==> src/rtl/comp_pkg.sv <==
// comp_pkg: shared definitions for the comp_track streaming comparator.
//   - trk_state_t : tracker FSM state encoding (TRK_EMPTY, TRK_TRACK)
//   - CMP_UNSIGNED / CMP_SIGNED : compare-mode constants carried on sgn
//   - rel_t : one-hot relation encoding packed as {gt, lt, eq}
package comp_pkg;

   typedef enum logic {
      TRK_EMPTY = 1'b0,
      TRK_TRACK = 1'b1
   } trk_state_t;

   localparam logic CMP_UNSIGNED = 1'b0;
   localparam logic CMP_SIGNED   = 1'b1;

   // Bit order matches the {gt, lt, eq} output grouping.
   typedef enum logic [2:0] {
      REL_NONE = 3'b000,
      REL_EQ   = 3'b001,
      REL_LT   = 3'b010,
      REL_GT   = 3'b100
   } rel_t;

endpackage

==> src/rtl/comp_cell.sv <==
// comp_cell: combinational DATAWIDTH-bit magnitude compare of a against b.
// Ports:
//   a, b  in  DATAWIDTH operands
//   mode  in  CMP_SIGNED for two's-complement, CMP_UNSIGNED otherwise
//   rel   out one-hot {gt, lt, eq}
module comp_cell
   import comp_pkg::*;
#(
   parameter int DATAWIDTH = 8
) (
   input  logic [DATAWIDTH-1:0] a,
   input  logic [DATAWIDTH-1:0] b,
   input  logic                 mode,
   output logic [2:0]           rel
);

   logic [DATAWIDTH-1:0] a_key;
   logic [DATAWIDTH-1:0] b_key;

   // Flipping the sign bit maps two's-complement order onto unsigned order,
   // so one unsigned comparator serves both modes at the native width.
   assign a_key = {a[DATAWIDTH-1] ^ (mode == CMP_SIGNED), a[DATAWIDTH-2:0]};
   assign b_key = {b[DATAWIDTH-1] ^ (mode == CMP_SIGNED), b[DATAWIDTH-2:0]};

   always_comb begin
      rel = REL_EQ;
      if (a_key > b_key) begin
         rel = REL_GT;
      end else if (a_key < b_key) begin
         rel = REL_LT;
      end
   end

endmodule

==> src/rtl/comp_track.sv <==
// comp_track: registered signed/unsigned compare of a vs b, plus a per-frame
// tracker of the a stream (running max, min, saturating sample count).
// Ports:
//   Clk, Rst            clock, asynchronous active-low reset
//   in_valid            qualifies a, b, sgn this cycle
//   a, b, sgn           operands and compare mode (1 = signed)
//   clr                 synchronous frame clear for the tracker only
//   out_valid, gt/lt/eq registered compare result (1-cycle latency)
//   max_val, min_val    running extremes of a in the current frame
//   cnt, sat            saturating sample count and sticky saturation flag
//   trk_valid           frame holds at least one sample
//   mode_err            sticky: a sample's sgn differed from the frame mode
//   trk_state           current tracker FSM state (debug visibility)
//
// Handshake: in_valid marks a sample that is always accepted on that rising
// edge (no ready, no stall); out_valid pulses for exactly one cycle per
// accepted sample, and the flags hold their value while out_valid is low.
module comp_track
   import comp_pkg::*;
#(
   parameter int DATAWIDTH = 8,
   parameter int CNTWIDTH  = 8
) (
   input  logic                 Clk,
   input  logic                 Rst,
   input  logic                 in_valid,
   input  logic [DATAWIDTH-1:0] a,
   input  logic [DATAWIDTH-1:0] b,
   input  logic                 sgn,
   input  logic                 clr,
   output logic                 out_valid,
   output logic                 gt,
   output logic                 lt,
   output logic                 eq,
   output logic [DATAWIDTH-1:0] max_val,
   output logic [DATAWIDTH-1:0] min_val,
   output logic [CNTWIDTH-1:0]  cnt,
   output logic                 sat,
   output logic                 trk_valid,
   output logic                 mode_err,
   output logic                 trk_state
);

   localparam logic [CNTWIDTH-1:0] CNT_ONE = {{(CNTWIDTH-1){1'b0}}, 1'b1};
   localparam logic [CNTWIDTH-1:0] CNT_MAX = {CNTWIDTH{1'b1}};

   trk_state_t           state_q, state_n;
   logic [DATAWIDTH-1:0] max_q, max_n;
   logic [DATAWIDTH-1:0] min_q, min_n;
   logic [CNTWIDTH-1:0]  cnt_q, cnt_n;
   logic                 sat_q, sat_n;
   logic                 merr_q, merr_n;
   logic                 tsgn_q, tsgn_n;
   logic [2:0]           rel_q;

   logic [2:0]           rel_ab;
   logic [2:0]           rel_max;
   logic [2:0]           rel_min;
   logic                 unused_rel;

   comp_cell #(.DATAWIDTH(DATAWIDTH)) u_cmp_ab (
      .a    (a),
      .b    (b),
      .mode (sgn),
      .rel  (rel_ab)
   );

   // Extremes are compared in the frame's latched mode, not the sample's.
   comp_cell #(.DATAWIDTH(DATAWIDTH)) u_cmp_max (
      .a    (a),
      .b    (max_q),
      .mode (tsgn_q),
      .rel  (rel_max)
   );

   comp_cell #(.DATAWIDTH(DATAWIDTH)) u_cmp_min (
      .a    (a),
      .b    (min_q),
      .mode (tsgn_q),
      .rel  (rel_min)
   );

   assign unused_rel = &{1'b0, rel_max[1:0], rel_min[2], rel_min[0]};

   // Compare path: ignores clr entirely.
   always_ff @(posedge Clk or negedge Rst) begin
      if (!Rst) begin
         out_valid <= 1'b0;
         rel_q     <= REL_NONE;
      end else begin
         out_valid <= in_valid;
         if (in_valid) begin
            rel_q <= rel_ab;
         end
      end
   end

   // Tracker state register.
   always_ff @(posedge Clk or negedge Rst) begin
      if (!Rst) begin
         state_q <= TRK_EMPTY;
         max_q   <= '0;
         min_q   <= '0;
         cnt_q   <= '0;
         sat_q   <= 1'b0;
         merr_q  <= 1'b0;
         tsgn_q  <= CMP_UNSIGNED;
      end else begin
         state_q <= state_n;
         max_q   <= max_n;
         min_q   <= min_n;
         cnt_q   <= cnt_n;
         sat_q   <= sat_n;
         merr_q  <= merr_n;
         tsgn_q  <= tsgn_n;
      end
   end

   // Tracker next state. A clr arriving with a sample starts a new frame with
   // that sample, so clr and EMPTY share the frame-load path.
   always_comb begin
      state_n = state_q;
      max_n   = max_q;
      min_n   = min_q;
      cnt_n   = cnt_q;
      sat_n   = sat_q;
      merr_n  = merr_q;
      tsgn_n  = tsgn_q;
      if (clr || (state_q == TRK_EMPTY)) begin
         if (in_valid) begin
            state_n = TRK_TRACK;
            max_n   = a;
            min_n   = a;
            cnt_n   = CNT_ONE;
            sat_n   = 1'b0;
            merr_n  = 1'b0;
            tsgn_n  = sgn;
         end else if (clr) begin
            state_n = TRK_EMPTY;
            max_n   = '0;
            min_n   = '0;
            cnt_n   = '0;
            sat_n   = 1'b0;
            merr_n  = 1'b0;
         end
      end else if (in_valid) begin
         if (rel_max == REL_GT) begin
            max_n = a;
         end
         if (rel_min == REL_LT) begin
            min_n = a;
         end
         if (cnt_q == CNT_MAX) begin
            sat_n = 1'b1;
         end else begin
            cnt_n = cnt_q + CNT_ONE;
         end
         if (sgn != tsgn_q) begin
            merr_n = 1'b1;
         end
      end
   end

   assign gt        = rel_q[2];
   assign lt        = rel_q[1];
   assign eq        = rel_q[0];
   assign max_val   = max_q;
   assign min_val   = min_q;
   assign cnt       = cnt_q;
   assign sat       = sat_q;
   assign mode_err  = merr_q;
   assign trk_valid = (state_q == TRK_TRACK);
   assign trk_state = state_q;

endmodule

==> config.mk <==
export PLATFORM = sky130hd
export DESIGN_NAME = comp_track
export DESIGN_NICKNAME = d
export VERILOG_FILES = /design/src/rtl/comp_pkg.sv /design/src/rtl/comp_cell.sv /design/src/rtl/comp_track.sv
export SDC_FILE = /design/constraint.sdc
export NUM_CORES = 1
export LEC_CHECK = 0
export CORE_MARGIN = 10
export CORE_UTILIZATION = 46
export CTS_BUF_LIST = sky130_fd_sc_hd__clkbuf_8
export DETAILED_ROUTE_END_ITERATION = 6
export GPL_ROUTABILITY_DRIVEN = 0
export MAX_ROUTING_LAYER = met4
export PLACE_DENSITY = 0.76
export SETUP_SLACK_MARGIN = 0.2
export SLEW_MARGIN = 20
export SYNTH_ARGS = -nofsm -noshare
export SYNTH_HDL_FRONTEND = slang
export SYNTH_SLANG_ARGS = --single-unit
==> constraint.sdc <==
create_clock -name Clk -period 2.1 [get_ports Clk]
set_clock_uncertainty 0.05 [all_clocks]
set_input_delay 0.63 -clock Clk [delete_from_list [all_inputs] [get_ports Clk]]
set_output_delay 0.63 -clock Clk [all_outputs]
set_load 0.01 [all_outputs]
==> impl_metrics.toml, run 1 <==
[status]
status = "finished with violations"
violations = "negative setup slack"

[power_and_ir_drop]
p_switching_uw = 718.8
clockPowerShare = 0.214
seqPwrFrac = 0.350
power.leakage_nw = 1.734
p_int_mw = 1.502
power_frac_comb = 0.436
powerDensity_nw_per_um2 = 652.4
ir_drop_v = 0.0004293
swShare = 0.3238

[layout]
drive_gt1_frac = 0.3893
synthToLayoutAreaGrowth_pct = 65.95
antenna_cells = 0
fin_nets = 341

[floorplanning]
dieWidth_um = 86.77
die_h_um = 86.77
die_area_sq_um = 7529
io-pin-count = 53
start_util = 0.4742
num_rows = 24
core_region_area_sq_um = 4324

[yosys]
post-synth-top-area-cell = "dfrtp_1"
ys_ff_latch = 32
synth_flop_cell = "dfrtp_1"
synth_top_area_frac = 0.3905
synth-edff-count = 0
syn_area_sq_um = 2051
yosys.cell_count.top_type = "dfrtp_1"
ys_warn_count = 0
synthCells = 198
syn_nets = 242
synthDistinctLibCells = 36
avgSynthCellArea_sq_um = 10.36
async_flop_share = 1.000
seq_area_frac_synth = 0.3905
synthTopCellsByArea = "dfrtp_1, ha_1, mux2_2, inv_1, and2_1"
synthTopCellsByCount = "dfrtp_1, ha_1, inv_1"

[detailed_routing]
drc = 0
wl_per_cell_um = 17.55
dr.pass1.iters = 6
drt_iter0_markers = 71
routed_wl_mm = 6.142
vias = 1856
ant_nets = 0
via_per_inst = 5.303

[sta]
slew_violations = 0
max_freq_mhz = 450.4
tns_ns = -0.8768
setup-violations-final = 8
fin_ws_ns = -0.1203
period_needed_ns = 2.220
holdWs_ns = 0.4530
worst_slew_pin_slew_ns = 0.4136
post-route-period-util = 1.057
hold_viol_final = 0
rsz0062_at_grt = "yes"
slew_headroom = 0.7243

[clock_tree]
cts_buffers = 5
insertion_delay_ns = 0.28
htreeDepth = 2
cts_root_buf = "clkbuf_8"
clkTransAtPathRegs_ns = 0.06
clockBufferDepth = 2
tritoncts = "yes"
clkSinkCount = 32

[worst_setup_path]
cp-end-kind = "flop"
critical_path_class = "primary input to flop"
slowest_stage = "ha_1"
path_cells = "buf_6 -> xor2_1 -> ha_1 -> and3_4 -> a22oi_2 -> a31oi_2 -> a41oi_4 -> buf_6 -> mux2_4"
slowest_delay_ns = 0.31
crit_top_cell = "buf_6"
cp_max_fo = 4
worst_setup_path_start_kind = "primary input"
arrival_ns = 2.33
required_ns = 2.21

[place]
pre_cts_slack_ns = -0.7510
dp_hpwl_mm = 4.352
io_buffer_count = 52

[global_route]
grt-ovfl-total = 0
grt_usage = 0.1672
antenna_found_initial = 0
grt_first_pass_wirelength_mm = 9.832
grt_pass1_vias = 2018
grt_max_degree = 33

[flow_run]
drv_cap = 0

[min_path]
hold_path.class = "flop to flop"
==> what timing repair did <==
| item | CTS | global route |
|---|---|---|
| setup endpoints to repair | 45 | 30 |
| resized for setup | 79 | 33 |
| pin swaps | 24 | 23 |
| hold buffers | 0 | 0 |
| setup buffers | 8 | 4 |
==> path summary, 6_finish.rpt <==
| kind | cells past startpoint | slack, ns | from | endpoint |
|---|---|---|---|---|
| hold / removal | 2 | 0.45 | mode_err$_DFFE_PN0P_ | mode_err$_DFFE_PN0P_ |
| setup / recovery | 9 | -0.12 | a[7] | min_val[2]$_DFFE_PN0P_ |
| min in group asynchronous | 2 | 0.70 | Rst | max_val[4]$_DFFE_PN0P_ |
| max in group asynchronous | 2 | 0.99 | Rst | max_val[0]$_DFFE_PN0P_ |
| setup reg to reg | 8 | -0.09 | tsgn_q$_DFFE_PN0P_ | min_val[2]$_DFFE_PN0P_ |
| hold reg to reg | 2 | 0.45 | mode_err$_DFFE_PN0P_ | mode_err$_DFFE_PN0P_ |
==> worst max-delay path: cells and delay by family <==
family,cells,cell delay [ns]
compound gates,3,0.52
fa+ha+maj,1,0.31
mux,1,0.30
buf+inv,2,0.25
simple gates,1,0.17
xor+xnor,1,0.15
==> layout make-up <==
type,count,area [sq um]
sequential,32,803.3
tap,52,65.06
fill,278,920.9
clock buffer,6,82.58
timing repair buffer,96,878.3
inverter,22,95.09
clock inverter,2,7.507
multi-input combinational,140,1471
==> layout by cell type (no fill, tap or decap), types with 3 or more instances in the layout <==
cell             count
dlymetal6s2s_1       9
nand2_1              9
nand4_1              3
nor2b_1              3
buf_4               33
buf_2                4
clkbuf_8             6
dfrtp_1             30
mux2_4              16
and2_1              10
a21oi_1              7
dlygate4sd2_1       23
inv_2                4
inv_1               19
o21a_1               5
ha_4                10
ha_1                12
nand3_1              4
clkdlybuf4s50_1     12
buf_6               13
a21o_1               3
nor2_1              10
o21ai_0              4
xor2_1               6
==> kinds of logic (layout without fill, tap and decap cells) <==
group,Yosys count,count (layout),share of synthesized area
simple gates,48,48,0.1251
flops,32,32,0.3905
buf+inv,26,126,0.05247
xor+xnor,11,11,0.04698
mux,18,18,0.09762
fa+ha+maj,23,23,0.1403
compound gates,40,40,0.1470
==> flip-flops by register name, indices dropped and copies added (netlist names) <==
name       cells
cnt            8
max_val        8
min_val        8
mode_err       1
out_valid      1
rel_q          3
sat            1
trk_state      1
tsgn_q         1
==> power by group through the flow <==
stage	registers, mW	logic (mW)	clock network [mW]
after floorplan	0.800	0.431	0
after global placement	0.780	0.827	0
after detailed placement	0.781	0.846	0
after CTS	0.773	0.909	0.485
after global routing	0.788	1.05	0.507
final	0.778	0.968	0.474
==> layer usage <==
layer / GRT usage / part of all wire / up-vias
met5: - / 0 / -
met4: 0.04566 / 0.012 / 0
met3: 0.03189 / 0.036 / 11
met2: 0.2758 / 0.51 / 48
met1: 0.2033 / 0.45 / 900
li1: - / - / 897
==> stage by stage <==
step	total power, mW	instance area (sq um)	instances	util
after floorplan	1.232	2221	198	-
final	2.220	3403	350	0.7870
after CTS	2.167	3249	346	0.7514
after detailed placement	1.628	3014	330	0.6970
after global routing	2.343	3403	350	0.7870
after global placement	1.607	3014	330	0.6970
(Power assumes the default switching activity.)
==> inputs of run 2 (changes only) <==
SETUP_SLACK_MARGIN = not set   (was 0.2)
==> run 2 against run 1 <==
Sequential cell count unchanged. First-iteration DRC count shrank 15%. Hold slack better by 0.0094 ns. Cell count down 4.0%. Setup slack got worse by 0.052 ns. The run still ends with negative setup slack left. Die area unchanged. Routed wire length fell by 3.7%. Maximum frequency down 2.3%. Sequential power shrank 1%. Final area is 7.2% lower.
==> impl_metrics.toml, run 2 (synthesis results as in run 1) <==
[worst_setup_path]
slowest_delay_ns = 0.31
cp_top_family = "compound AO/OA/AOI/OAI gates"
r2r-start = "tsgn_q$_DFFE_PN0P_"
slowest_stage = "ha_1"
worst_setup_path_start_kind = "primary input"
ff2ff_path_depth = 8
required_ns = 2.22
cp_max_fo = 8
cp-startpoint = "a[7]"
cp-end-kind = "flop"
critical_path_class = "primary input to flop"
path_cells = "buf_6 -> xor2_1 -> ha_1 -> and3_4 -> a22oi_2 -> a31oi_4 -> a41oi_4 -> buf_12 -> mux2_4"
arrival_ns = 2.39
cp_num_buf_inv = 2
cp.depth = 9

[layout]
regArea_sq_um = 800.8
synthToLayoutAreaGrowth_pct = 54.00
multi_input_area_sq_um = 1325
layout_commonest_cell = "clkdlybuf4s50_1"
drive_gt1_frac = 0.3063
final_cell_mix = "clkdlybuf4s50_1, dfrtp_1, buf_4"
nFillCells = 321
antenna_cells = 0
fin_area_sq_um = 3158
fin_nets = 327

[floorplanning]
core_region_area_sq_um = 4324
io-pin-count = 53
dieWidth_um = 86.77
num_rows = 24
start_util = 0.4742
die_h_um = 86.77
die_area_sq_um = 7529

[min_path]
min_path_cells = 1
hp-start = "sat$_DFFE_PN0P_"
hold_path.class = "flop to flop"

[sta]
post-route-period-util = 1.082
worst_slew_pin_slew_ns = 0.4204
hold_viol_final = 0
fin_ws_ns = -0.1724
period_needed_ns = 2.272
max_freq_mhz = 440.1
slew_headroom = 0.7197
rsz0062_at_grt = "yes"
setup-violations-final = 8
tns_ns = -1.316
holdWs_ns = 0.4624
slew_violations = 0

[clock_tree]
clockBufferDepth = 2
tritoncts = "yes"
insertion_delay_ns = 0.28
htreeDepth = 2
cts_root_buf = "clkbuf_8"
cts_buffers = 5
clkSinkCount = 32
clkTransAtPathRegs_ns = 0.07

[detailed_routing]
ant_nets = 0
drt_iter0_markers = 60
drc = 0
wl_per_cell_um = 17.60
routed_wl_mm = 5.912
dr.pass1.iters = 4
vias = 1828
via_per_inst = 5.440

[global_route]
use_met1 = 0.1849
gr-max-usage-layer = "met2"
gr-usage-met3 = 0.03752
grt_first_pass_wirelength_mm = 9.225
antenna_found_initial = 0
grt_usage = 0.1566
grt_max_degree = 33
grt_pass1_vias = 1924
grtUsageMet2 = 0.2557
grt-ovfl-total = 0

[place]
dp_hpwl_mm = 4.201
pre_cts_slack_ns = -0.8137
dpl_cell_area_sq_um = 2882
io_buffer_count = 52

[power_and_ir_drop]
powerDensity_nw_per_um2 = 733.4
ir_drop_v = 0.0004166
power.leakage_nw = 1.460
power_mw = 2.316

[status]
status = "finished with violations"
violations = "negative setup slack"

[flow_run]
drv_cap = 0
[run 2: cell count changes in the layout (fill, tap and decap cells not counted), moves of 3 or more]
cell             delta
mux2_4              -6
clkdlybuf4s50_1    +31
dlygate4sd2_1      -23
buf_4               -7
ha_1                +4
buf_6              -10
dlymetal6s2s_1      -8
ha_4                -3
mux2_2              +6
[run 2: layer usage]
layer	part of all wire	vias to the layer above	wire length [um]
met2	0.51	55	3020
met1	0.43	898	2518
li1	-	868	-
met5	0	-	0
met4	0.012	0	71
met3	0.051	7	301
[run 2: what timing repair did]
item                                    4_1_cts  5_1_grt
buffers inserted                              1        1
gates resized for setup                      35       22
pin swaps                                    14       15
endpoints found under the setup margin       19       23
endpoints found under the hold margin         0        0
hold buffers                                  0        0
[run 2: worst paths after layout]
path | to | slack, ns
setup reg to reg | min_val[2]$_DFFE_PN0P_ | -0.16
min in group asynchronous | cnt[5]$_DFFE_PN0P_ | 0.70
hold reg to reg | sat$_DFFE_PN0P_ | 0.46
setup / recovery | min_val[2]$_DFFE_PN0P_ | -0.17
hold / removal | sat$_DFFE_PN0P_ | 0.46
max in group asynchronous | min_val[0]$_DFFE_PN0P_ | 1.00
[run 2: cell type report]
class	instances	share of cell area
clock buffers	7	0.03051
clock inverters	1	0.009509
inverters	22	0.02615
multi-input cells	140	0.4196
flip-flops and latches	32	0.2536
well taps	52	0.02060
repair buffers	82	0.2401
[run 2: report_power, final]
part	switching, mW	internal [mW]	total [mW]
combinational	0.383	0.510	0.893
clock	0.237	0.419	0.656
sequential	0.0739	0.693	0.767
[run 2: worst reg2reg max path: stages, from the launching register on]
cell and delay, ns:
dfrtp_1 0.42, xor2_1 0.16, ha_1 0.31, and3_4 0.17
a22oi_2 0.22, a31oi_4 0.13, a41oi_4 0.21, buf_12 0.17
mux2_4 0.30
[run 2: stage by stage]
step / utilization / cells
6_report: 0.7303 / 336
4_1_cts: 0.7112 / 335
5_1_grt: 0.7303 / 336
2_1_floorplan: - / 198
3_3_place_gp: 0.6664 / 326
3_5_place_dp: 0.6664 / 326
